## src/rtl/demux_lane_fifos.sv

```systemverilog
// Two independent per-lane synchronous FIFOs behind the 1:2 byte demux, with flow-control flags.
// Optional DEMUX_FIFO_PAUSE_EN adds a registered pause output driven by either lane's almost_full.
module demux_lane_fifos #(
    parameter int DW        = 8,
    parameter int DEPTH     = 4,
    parameter int AF_THRESH = 3,
    parameter int AE_THRESH = 1
) (
    input  logic          clk,
    input  logic          reset,
    input  logic [DW-1:0] dataIn0,
    input  logic          validIn0,
    input  logic [DW-1:0] dataIn1,
    input  logic          validIn1,
    input  logic          pop0,
    input  logic          pop1,
    output logic [DW-1:0] dataOut0,
    output logic [DW-1:0] dataOut1,
    output logic          validOut0,
    output logic          validOut1,
    output logic          full0,
    output logic          full1,
    output logic          empty0,
    output logic          empty1,
    output logic          almost_full0,
    output logic          almost_full1,
    output logic          almost_empty0,
    output logic          almost_empty1,
    output logic          overflow,
`ifdef DEMUX_FIFO_PAUSE_EN
    output logic          pause,
`endif
    output logic          underflow
);

    localparam int AW = $clog2(DEPTH);
    localparam int CW = AW + 1;

    logic [DW-1:0] r_mem    [2][DEPTH];
    logic [AW-1:0] r_wr_ptr [2];
    logic [AW-1:0] r_rd_ptr [2];
    logic [CW-1:0] r_count  [2];
    logic [DW-1:0] r_dout   [2];
    logic          r_vout   [2];
    logic          r_ovf;
    logic          r_unf;

    logic [DW-1:0] w_din     [2];
    logic          w_vin     [2];
    logic          w_popreq  [2];
    logic          w_push    [2];
    logic          w_pop     [2];
    logic          w_full    [2];
    logic          w_empty   [2];
    logic          w_afull   [2];
    logic          w_aempty  [2];
    logic [CW-1:0] w_cnt_nxt [2];

    always_comb begin
        w_din[0]    = dataIn0;
        w_din[1]    = dataIn1;
        w_vin[0]    = validIn0;
        w_vin[1]    = validIn1;
        w_popreq[0] = pop0;
        w_popreq[1] = pop1;
    end

    // Flags decode only the registered count; a full lane still accepts a push when it is popped.
    always_comb begin
        for (int unsigned i = 0; i < 2; i++) begin
            w_full[i]    = (r_count[i] == CW'(DEPTH));
            w_empty[i]   = (r_count[i] == '0);
            w_afull[i]   = (r_count[i] >= CW'(AF_THRESH));
            w_aempty[i]  = (r_count[i] <= CW'(AE_THRESH));
            w_pop[i]     = w_popreq[i] && !w_empty[i];
            w_push[i]    = w_vin[i] && (!w_full[i] || w_popreq[i]);
            w_cnt_nxt[i] = r_count[i] + CW'(w_push[i]) - CW'(w_pop[i]);
        end
    end

    always_ff @(posedge clk) begin
        if (!reset) begin
            for (int unsigned i = 0; i < 2; i++) begin
                r_wr_ptr[i] <= '0;
                r_rd_ptr[i] <= '0;
                r_count[i]  <= '0;
                r_dout[i]   <= '0;
                r_vout[i]   <= 1'b0;
            end
            r_ovf <= 1'b0;
            r_unf <= 1'b0;
        end else begin
            for (int unsigned i = 0; i < 2; i++) begin
                r_count[i] <= w_cnt_nxt[i];
                r_vout[i]  <= w_pop[i];
                if (w_push[i])
                    r_wr_ptr[i] <= r_wr_ptr[i] + 1'b1;
                if (w_pop[i]) begin
                    r_rd_ptr[i] <= r_rd_ptr[i] + 1'b1;
                    r_dout[i]   <= r_mem[i][r_rd_ptr[i]];
                end
                if (w_vin[i] && w_full[i] && !w_popreq[i])
                    r_ovf <= 1'b1;
                if (w_popreq[i] && w_empty[i])
                    r_unf <= 1'b1;
            end
        end
    end

    // Storage is not reset; writes are still blocked while reset is asserted.
    always_ff @(posedge clk) begin
        for (int unsigned i = 0; i < 2; i++) begin
            if (reset && w_push[i])
                r_mem[i][r_wr_ptr[i]] <= w_din[i];
        end
    end

`ifdef DEMUX_FIFO_PAUSE_EN
    logic r_pause;

    always_ff @(posedge clk) begin
        if (!reset)
            r_pause <= 1'b0;
        else
            r_pause <= (w_cnt_nxt[0] >= CW'(AF_THRESH)) || (w_cnt_nxt[1] >= CW'(AF_THRESH));
    end

    assign pause = r_pause;
`endif

    assign dataOut0      = r_dout[0];
    assign dataOut1      = r_dout[1];
    assign validOut0     = r_vout[0];
    assign validOut1     = r_vout[1];
    assign full0         = w_full[0];
    assign full1         = w_full[1];
    assign empty0        = w_empty[0];
    assign empty1        = w_empty[1];
    assign almost_full0  = w_afull[0];
    assign almost_full1  = w_afull[1];
    assign almost_empty0 = w_aempty[0];
    assign almost_empty1 = w_aempty[1];
    assign overflow      = r_ovf;
    assign underflow     = r_unf;

endmodule

```

## config.mk

```make
export PLATFORM = sky130hd
export DESIGN_NAME = demux_lane_fifos
export DESIGN_NICKNAME = d
export VERILOG_FILES = /design/src/rtl/demux_lane_fifos.sv
export SDC_FILE = /design/constraint.sdc
export NUM_CORES = 1
export LEC_CHECK = 0
export CAP_MARGIN = 20
export CELL_PAD_IN_SITES_DETAIL_PLACEMENT = 1
export CELL_PAD_IN_SITES_GLOBAL_PLACEMENT = 1
export CORE_MARGIN = 3
export CORE_UTILIZATION = 50
export CTS_CLUSTER_SIZE = 12
export DETAILED_ROUTE_END_ITERATION = 10
export PLACE_DENSITY = 0.89
export SYNTH_ARGS = -nofsm -noshare
export SYNTH_HDL_FRONTEND = slang
export SYNTH_SLANG_ARGS = --single-unit
```

## constraint.sdc

```tcl
create_clock -name clk -period 6.1 [get_ports clk]
set_input_delay 1.525 -clock clk [delete_from_list [all_inputs] [get_ports clk]]
set_output_delay 1.525 -clock clk [all_outputs]
set_load 0.02 [all_outputs]
```

==> results of run 1 <==
## per-stage QoR
| stage | power [mW] | util |
|---|---|---|
| floorplan | 1.293 | - |
| global placement | 1.495 | 0.5920 |
| detailed placement | 1.537 | 0.5920 |
| CTS | 2.002 | 0.6215 |
| global route | 2.090 | 0.6215 |
| finish | 1.975 | 0.6215 |
## synthesized netlist by cell type (all sizes together)
cell / n / area share
nor4b: 2 / 0.0074
nor3: 4 / 0.0049
a21boi: 2 / 0.0037
dfxtp: 10 / 0.049
a32o: 2 / 0.0049
nor2b: 22 / 0.034
o31a: 2 / 0.0043
o21ai: 3 / 0.0037
xnor2: 2 / 0.0043
and2: 6 / 0.0093
and3: 8 / 0.012
edfxtp: 88 / 0.65
buf: 5 / 0.0074
fa: 2 / 0.0099
nand3b: 2 / 0.0037
mux4: 16 / 0.089
ha: 18 / 0.056
xor2: 2 / 0.0043
clkbuf: 5 / 0.0049
a221oi: 2 / 0.0043
nor2: 4 / 0.0037
nand2: 4 / 0.0037
inv: 14 / 0.013
nand2b: 4 / 0.0062
a21oi: 2 / 0.0025
## cell families after synthesis
family | count (synthesis) | share of synthesized area
compound gates | 13 | 0.02350
xor+xnor | 4 | 0.008660
simple gates | 56 | 0.08534
mux | 16 | 0.08905
buf+inv | 24 | 0.02535
fa+ha+maj | 20 | 0.06555
flops | 98 | 0.7025
## worst register-to-register path: stages, from the launching register on
cell and delay, ns:
dfxtp_1 0.42, o31a_1 0.40, ha_1 0.32, inv_1 0.07, ha_1 0.14, inv_1 0.05, fa_1 0.38, xor2_1 0.17
and2_1 0.15
## area by class of cell
type	instances	area [um2]
fill	705	2955
sequential	98	2843
multi-input combinational	109	1101
timing repair buffer	50	498.0
clock buffer	12	155.1
tap	102	127.6
clock inverter	4	75.07
inverter	14	52.55
## power by group
group / internal, mW / total, mW / switching [mW]
registers: 0.842 / 0.938 / 0.0962
clock network: 0.254 / 0.465 / 0.212
logic: 0.296 / 0.572 / 0.276
## cells in the final DEF, fill, tap and decap left out, drive strengths merged
cell           netlist  layout
edfxtp              88      88
clkdlybuf4s50        0      49
nor2b               22      22
ha                  18      18
mux4                16      16
inv                 14      14
clkbuf               5      12
dfxtp               10      10
and3                 8       8
and2                 6       6
nor3                 4       4
nand2b               4       4
nand2                4       4
nor2                 4       4
o21ai                3       3
o31a                 2       2
nor4b                2       2
a32o                 2       2
nand3b               2       2
a21oi                2       2
xor2                 2       2
a221oi               2       2
xnor2                2       2
a21boi               2       2
fa                   2       2
bufinv               0       2
clkinvlp             0       2
buf                  5       1
## flip-flops by register name, summed over array words and instances (netlist names)
register	flops
r_vout	2
r_count	6
r_wr_ptr	4
r_dout	16
r_mem	64
underflow	1
r_rd_ptr	4
overflow	1
## path summary, 6_finish.rpt
kind	start	endpoint	slack, ns	cells past startpoint
setup / recovery	r_count[0][4]$_SDFF_PN0_	almost_empty1	2.55	5
hold / removal	underflow$_SDFFE_PN0P_	underflow$_SDFFE_PN0P_	0.53	2
setup reg to reg	r_count[0][1]$_SDFF_PN0_	r_count[0][2]$_SDFF_PN0_	3.89	8
hold reg to reg	underflow$_SDFFE_PN0P_	underflow$_SDFFE_PN0P_	0.53	2
## layer usage
| layer | track usage | share of wire |
|---|---|---|
| met4 | 0.08175 | 0.013 |
| met3 | 0.03049 | 0.032 |
| met2 | 0.3138 | 0.53 |
| met5 | 0 | 0 |
| met1 | 0.2310 | 0.43 |
==> summary.md, run 1 <==
| Metric | Value |
|---|---|
| Crit path required time | 4.58 ns |
| Clock Skew | 0.008508 ns |
| Max-cap violations | 0 |
| Min Hold Slack | 0.5331 ns |
| Clock latency on the worst-skew pair | 0.35 ns |
| DP HPWL | 5.369 mm |
| Initial antenna violation count | 0 |
| CP Class | flip-flop to primary output |
| Top delay family on crit path | buffers and inverters |
| Post-Layout Cell Count | 389 |
| Worst Setup Start Kind | flip-flop |
| First-pass GRT wire length | 12.24 mm |
| Area growth from synthesis to layout | 19.91% |
| GP Congestion | 0.7153 |
| Setup repair after global routing missed its margin | false |
| Post-synth cell types | 28 |
| Setup ws final | 2.549 ns |
| CTS Buffer Depth | 2 |
| Peak VDD IR | 0.2016 mV |
| Status | finished, final reports clean |
| Vias in the first global route | 2,326 |
| Max-slew headroom | 0.5142 |
| Fraction of layout cells with a size suffix above 1 | 0.1185 |
| Post-CTS sizing | 0 |
| Inst Count DP | 373 |
| FMAX | 281.6 MHz |
| Final Hold Viols | 0 |
| Routed via count | 2,101 |
| Root Buffer | clkbuf_8 |
| TritonCTS Buffers | 9 |
| Diode count | 0 |
| Drt first pass iters | 4 |
| Slowest CP cell | clkdlybuf4s50_1 |
| Worst-Margin Slew | 0.7264 ns |
| Initial Util | 0.5183 |
| GRT overflow | 0 |
| Pre-CTS setup slack | 2.454 ns |
| Final slew viol count | 0 |
| Max incr delay on CP | 0.60 ns |
| Worst-path cell chain | inv_1 > ha_1 > nand2_1 > a32o_1 > clkdlybuf4s50_1 |
| Final min period | 3.551 ns |
| Worst hold path class | flip-flop to flip-flop |
| Fin crit share | 0.5822 |
| Cells after synthesis | 231 |
| Buf/Inv on CP | 2 |
| CTS tree | yes |
| Pleak | 1.699 nW |
| Post-CTS Hold Fix Bufs | 0 |
| Critical Path End Type | primary output |
| Port Buf Inserts | 49 |
| Crit-path max FO | 8 |
| Post-route ant nets | 0 |
| GRT Total Usage | 0.1839 |
| Syn Std Cell Area | 0.004046 mm2 |
| Vias per cell | 5.401 |
| Routed wire per std cell | 19.89 um |
| Cell Rows | 32 |
| CP Data Arrival Time | 2.03 ns |
| Initial DRC count | 114 |
| Die area | 0.009208 mm2 |
| Final setup viols | 0 |
| I/O pin count | 50 |
| Setup repair bufs after CTS | 0 |
| Final wirelength | 7.738 mm |
| Htree depth | 3 |
| Post-synthesis register bit count | 98 |
| Sum of negative setup slack | 0 ns |
| Final net count | 324 |
| Syn_area_per_cell | 17.52 um2 |
| CTS Sinks | 98 |
| Clock transition at path regs | 0.09 ns |
| Dpl cell area | 0.004622 mm2 |
| Largest net degree at the start of global routing | 26 |
| DR DRC count | 0 |
| Finished Cell Area | 0.004852 mm2 |
| Core area | 0.007807 mm2 |
| Die height | 95.96 um |
| Warnings, synthesis | 0 |
| Die Width | 95.96 um |
| Post-Syn Nets | 273 |
| Post-synthesis sequential area ratio | 0.7025 |
| Pwr Density | 407.0 mW/mm2 |
Power figures use the tool's default switching activity.
==> run 2, diff against run 1 <==
Settings changed: CORE_UTILIZATION 50 to 47, PLACE_DENSITY 0.89 to 0.84.
Clock period 6.1 ns to 3.4 ns, I/O delays scaled along.
==> run 2 against run 1 <==
  * Non-clock buffer count unchanged
  * Global-route usage decreased by 2.4 points
  * Combinational power rose by 77%
  * Setup slack got worse by 2.0 ns
  * Die area grew 6.0%
  * Sequential share of layout area up 0.36 points
  * Register-to-register slack got worse by 2.6 ns
  * Flip-flop and latch count is the same
  * Critical path type unchanged
==> summary.md, run 2 (synthesis gave the netlist of run 1 again) <==
| Metric | Value |
|---|---|
| Max-slew headroom | 0.5134 |
| Final Hold Viols | 0 |
| CTS Sinks | 98 |
| Pleak | 1.688 nW |
| Clock transition at path regs | 0.09 ns |
| Htree depth | 3 |
| Die Width | 98.79 um |
| Initial DRC count | 63 |
| Final min period | 2.862 ns |
| Cell Rows | 33 |
| Area growth from synthesis to layout | 19.17% |
| Commonest non-fill, non-tap cell in the layout | edfxtp_1 |
| Sum of negative setup slack | 0 ns |
| Final slew viol count | 0 |
| Die height | 98.79 um |
| GRT Total Usage | 0.1599 |
| Worst hold path class | flip-flop to flip-flop |
| Diode count | 0 |
| Worst Setup Start Kind | flip-flop |
| Crit-path max FO | 8 |
| Setup repair after global routing missed its margin | false |
| Core area | 0.008299 mm2 |
| TritonCTS Buffers | 9 |
| FMAX | 349.4 MHz |
| Peak VDD IR | 0.3566 mV |
| Post-CTS sizing | 0 |
| Crit path required time | 2.55 ns |
| Final wirelength | 7.228 mm |
| R2R cell count | 8 |
| Critical Path End Type | primary output |
| Root Buffer | clkbuf_8 |
| CP Class | flip-flop to primary output |
| Initial Util | 0.4876 |
| Die area | 0.009758 mm2 |
| DP HPWL | 5.123 mm |
| Worst-Margin Slew | 0.7276 ns |
| Final setup viols | 0 |
| Status | finished, final reports clean |
| Post-CTS Hold Fix Bufs | 0 |
| Initial antenna violation count | 0 |
| Drt first pass iters | 4 |
| Hold depth | 2 |
| Largest net degree at the start of global routing | 26 |
| DR DRC count | 0 |
| Routed wire per std cell | 18.44 um |
| Max reg flops | 64 |
| Vias in the first global route | 2,272 |
| Fraction of layout cells with a size suffix above 1 | 0.1150 |
| CP Data Arrival Time | 2.01 ns |
| Setup repair bufs after CTS | 0 |
| First-pass GRT wire length | 11.81 mm |
| Post-route ant nets | 0 |
| Commonest cells after routing, fill and taps aside | 88 x edfxtp_1, 49 x clkdlybuf4s50_1, 22 x nor2b_1, 18 x ha_1, 16 x mux4_2 |
| Routed via count | 2,085 |
| Clock Skew | 0.01439 ns |
| GRT overflow | 0 |
| CTS Buffer Depth | 2 |
| CTS tree | yes |
| I/O pin count | 50 |
| Fin crit share | 0.8417 |
| Max-cap violations | 0 |
| Fin util | 0.5810 |
| Clock latency on the worst-skew pair | 0.36 ns |
| Final net count | 324 |
| GP Congestion | 0.7248 |
| Vias per cell | 5.319 |
| Port Buf Inserts | 49 |
| Pwr Density | 710.0 mW/mm2 |
## run 2: changes by cell type in the layout (fill, tap and decap cells not counted)
cell and change:
clkinv_2 +1, clkinv_1 +1, bufinv_16 -1, clkinv_4 +1
clkbuf_8 -1, clkinvlp_4 -1
## run 2: power by group
part           switching [mW]  internal (mW)  leakage [nW]  total, mW
registers               0.168           1.51         0.920       1.68
clock network           0.378          0.358        0.0970      0.737
logic                   0.481          0.528         0.671       1.01
## run 2: stage by stage
| step | cells | area (um2) | power [mW] | worst slack (ns) | hold slack (ns) |
|---|---|---|---|---|---|
| floorplan | 231 | 4046 | 2.319 | 1.161 | 0.5841 |
| global placement | 376 | 4626 | 2.686 | 0.5551 | 0.4999 |
| detailed placement | 376 | 4626 | 2.742 | 0.4691 | 0.5204 |
| CTS | 392 | 4822 | 3.476 | 0.5037 | 0.5453 |
| global route | 392 | 4822 | 3.637 | 0.4130 | 0.5728 |
| finish | 392 | 4822 | 3.424 | 0.5381 | 0.5390 |
## run 2: layer usage
metal | vias to the layer above | GRT usage | wire length, um
li1 | 967 | - | -
met1 | 1070 | 0.1928 | 2913
met2 | 42 | 0.2810 | 3982
met3 | 6 | 0.03751 | 266
met4 | 0 | 0.05672 | 66
met5 | - | 0 | 0
## run 2: area by class of cell
| class | instances | area [um2] |
|---|---|---|
| Inverter | 14 | 52.55 |
| Clock buffer | 11 | 141.4 |
| Fill cell | 757 | 3477 |
| Clock inverter | 5 | 55.05 |
| Multi-Input combinational cell | 109 | 1101 |
| Tap cell | 105 | 131.4 |
| Timing Repair Buffer | 50 | 498.0 |
| Sequential cell | 98 | 2843 |
## run 2: critical path, stage by stage (launching register included)
cell,delay (ns)
dfxtp_1,0.53
inv_1,0.13
ha_1,0.21
nand2_1,0.06
a32o_1,0.12
clkdlybuf4s50_1,0.60
## run 2: worst paths after layout
path / endpoint / from / slack (ns)
setup / recovery: almost_empty0 / r_count[0][1]$_SDFF_PN0_ / 0.54
hold / removal: underflow$_SDFFE_PN0P_ / underflow$_SDFFE_PN0P_ / 0.54
setup reg to reg: r_count[0][5]$_SDFF_PN0_ / r_count[0][4]$_SDFF_PN0_ / 1.27
hold reg to reg: underflow$_SDFFE_PN0P_ / underflow$_SDFFE_PN0P_ / 0.54
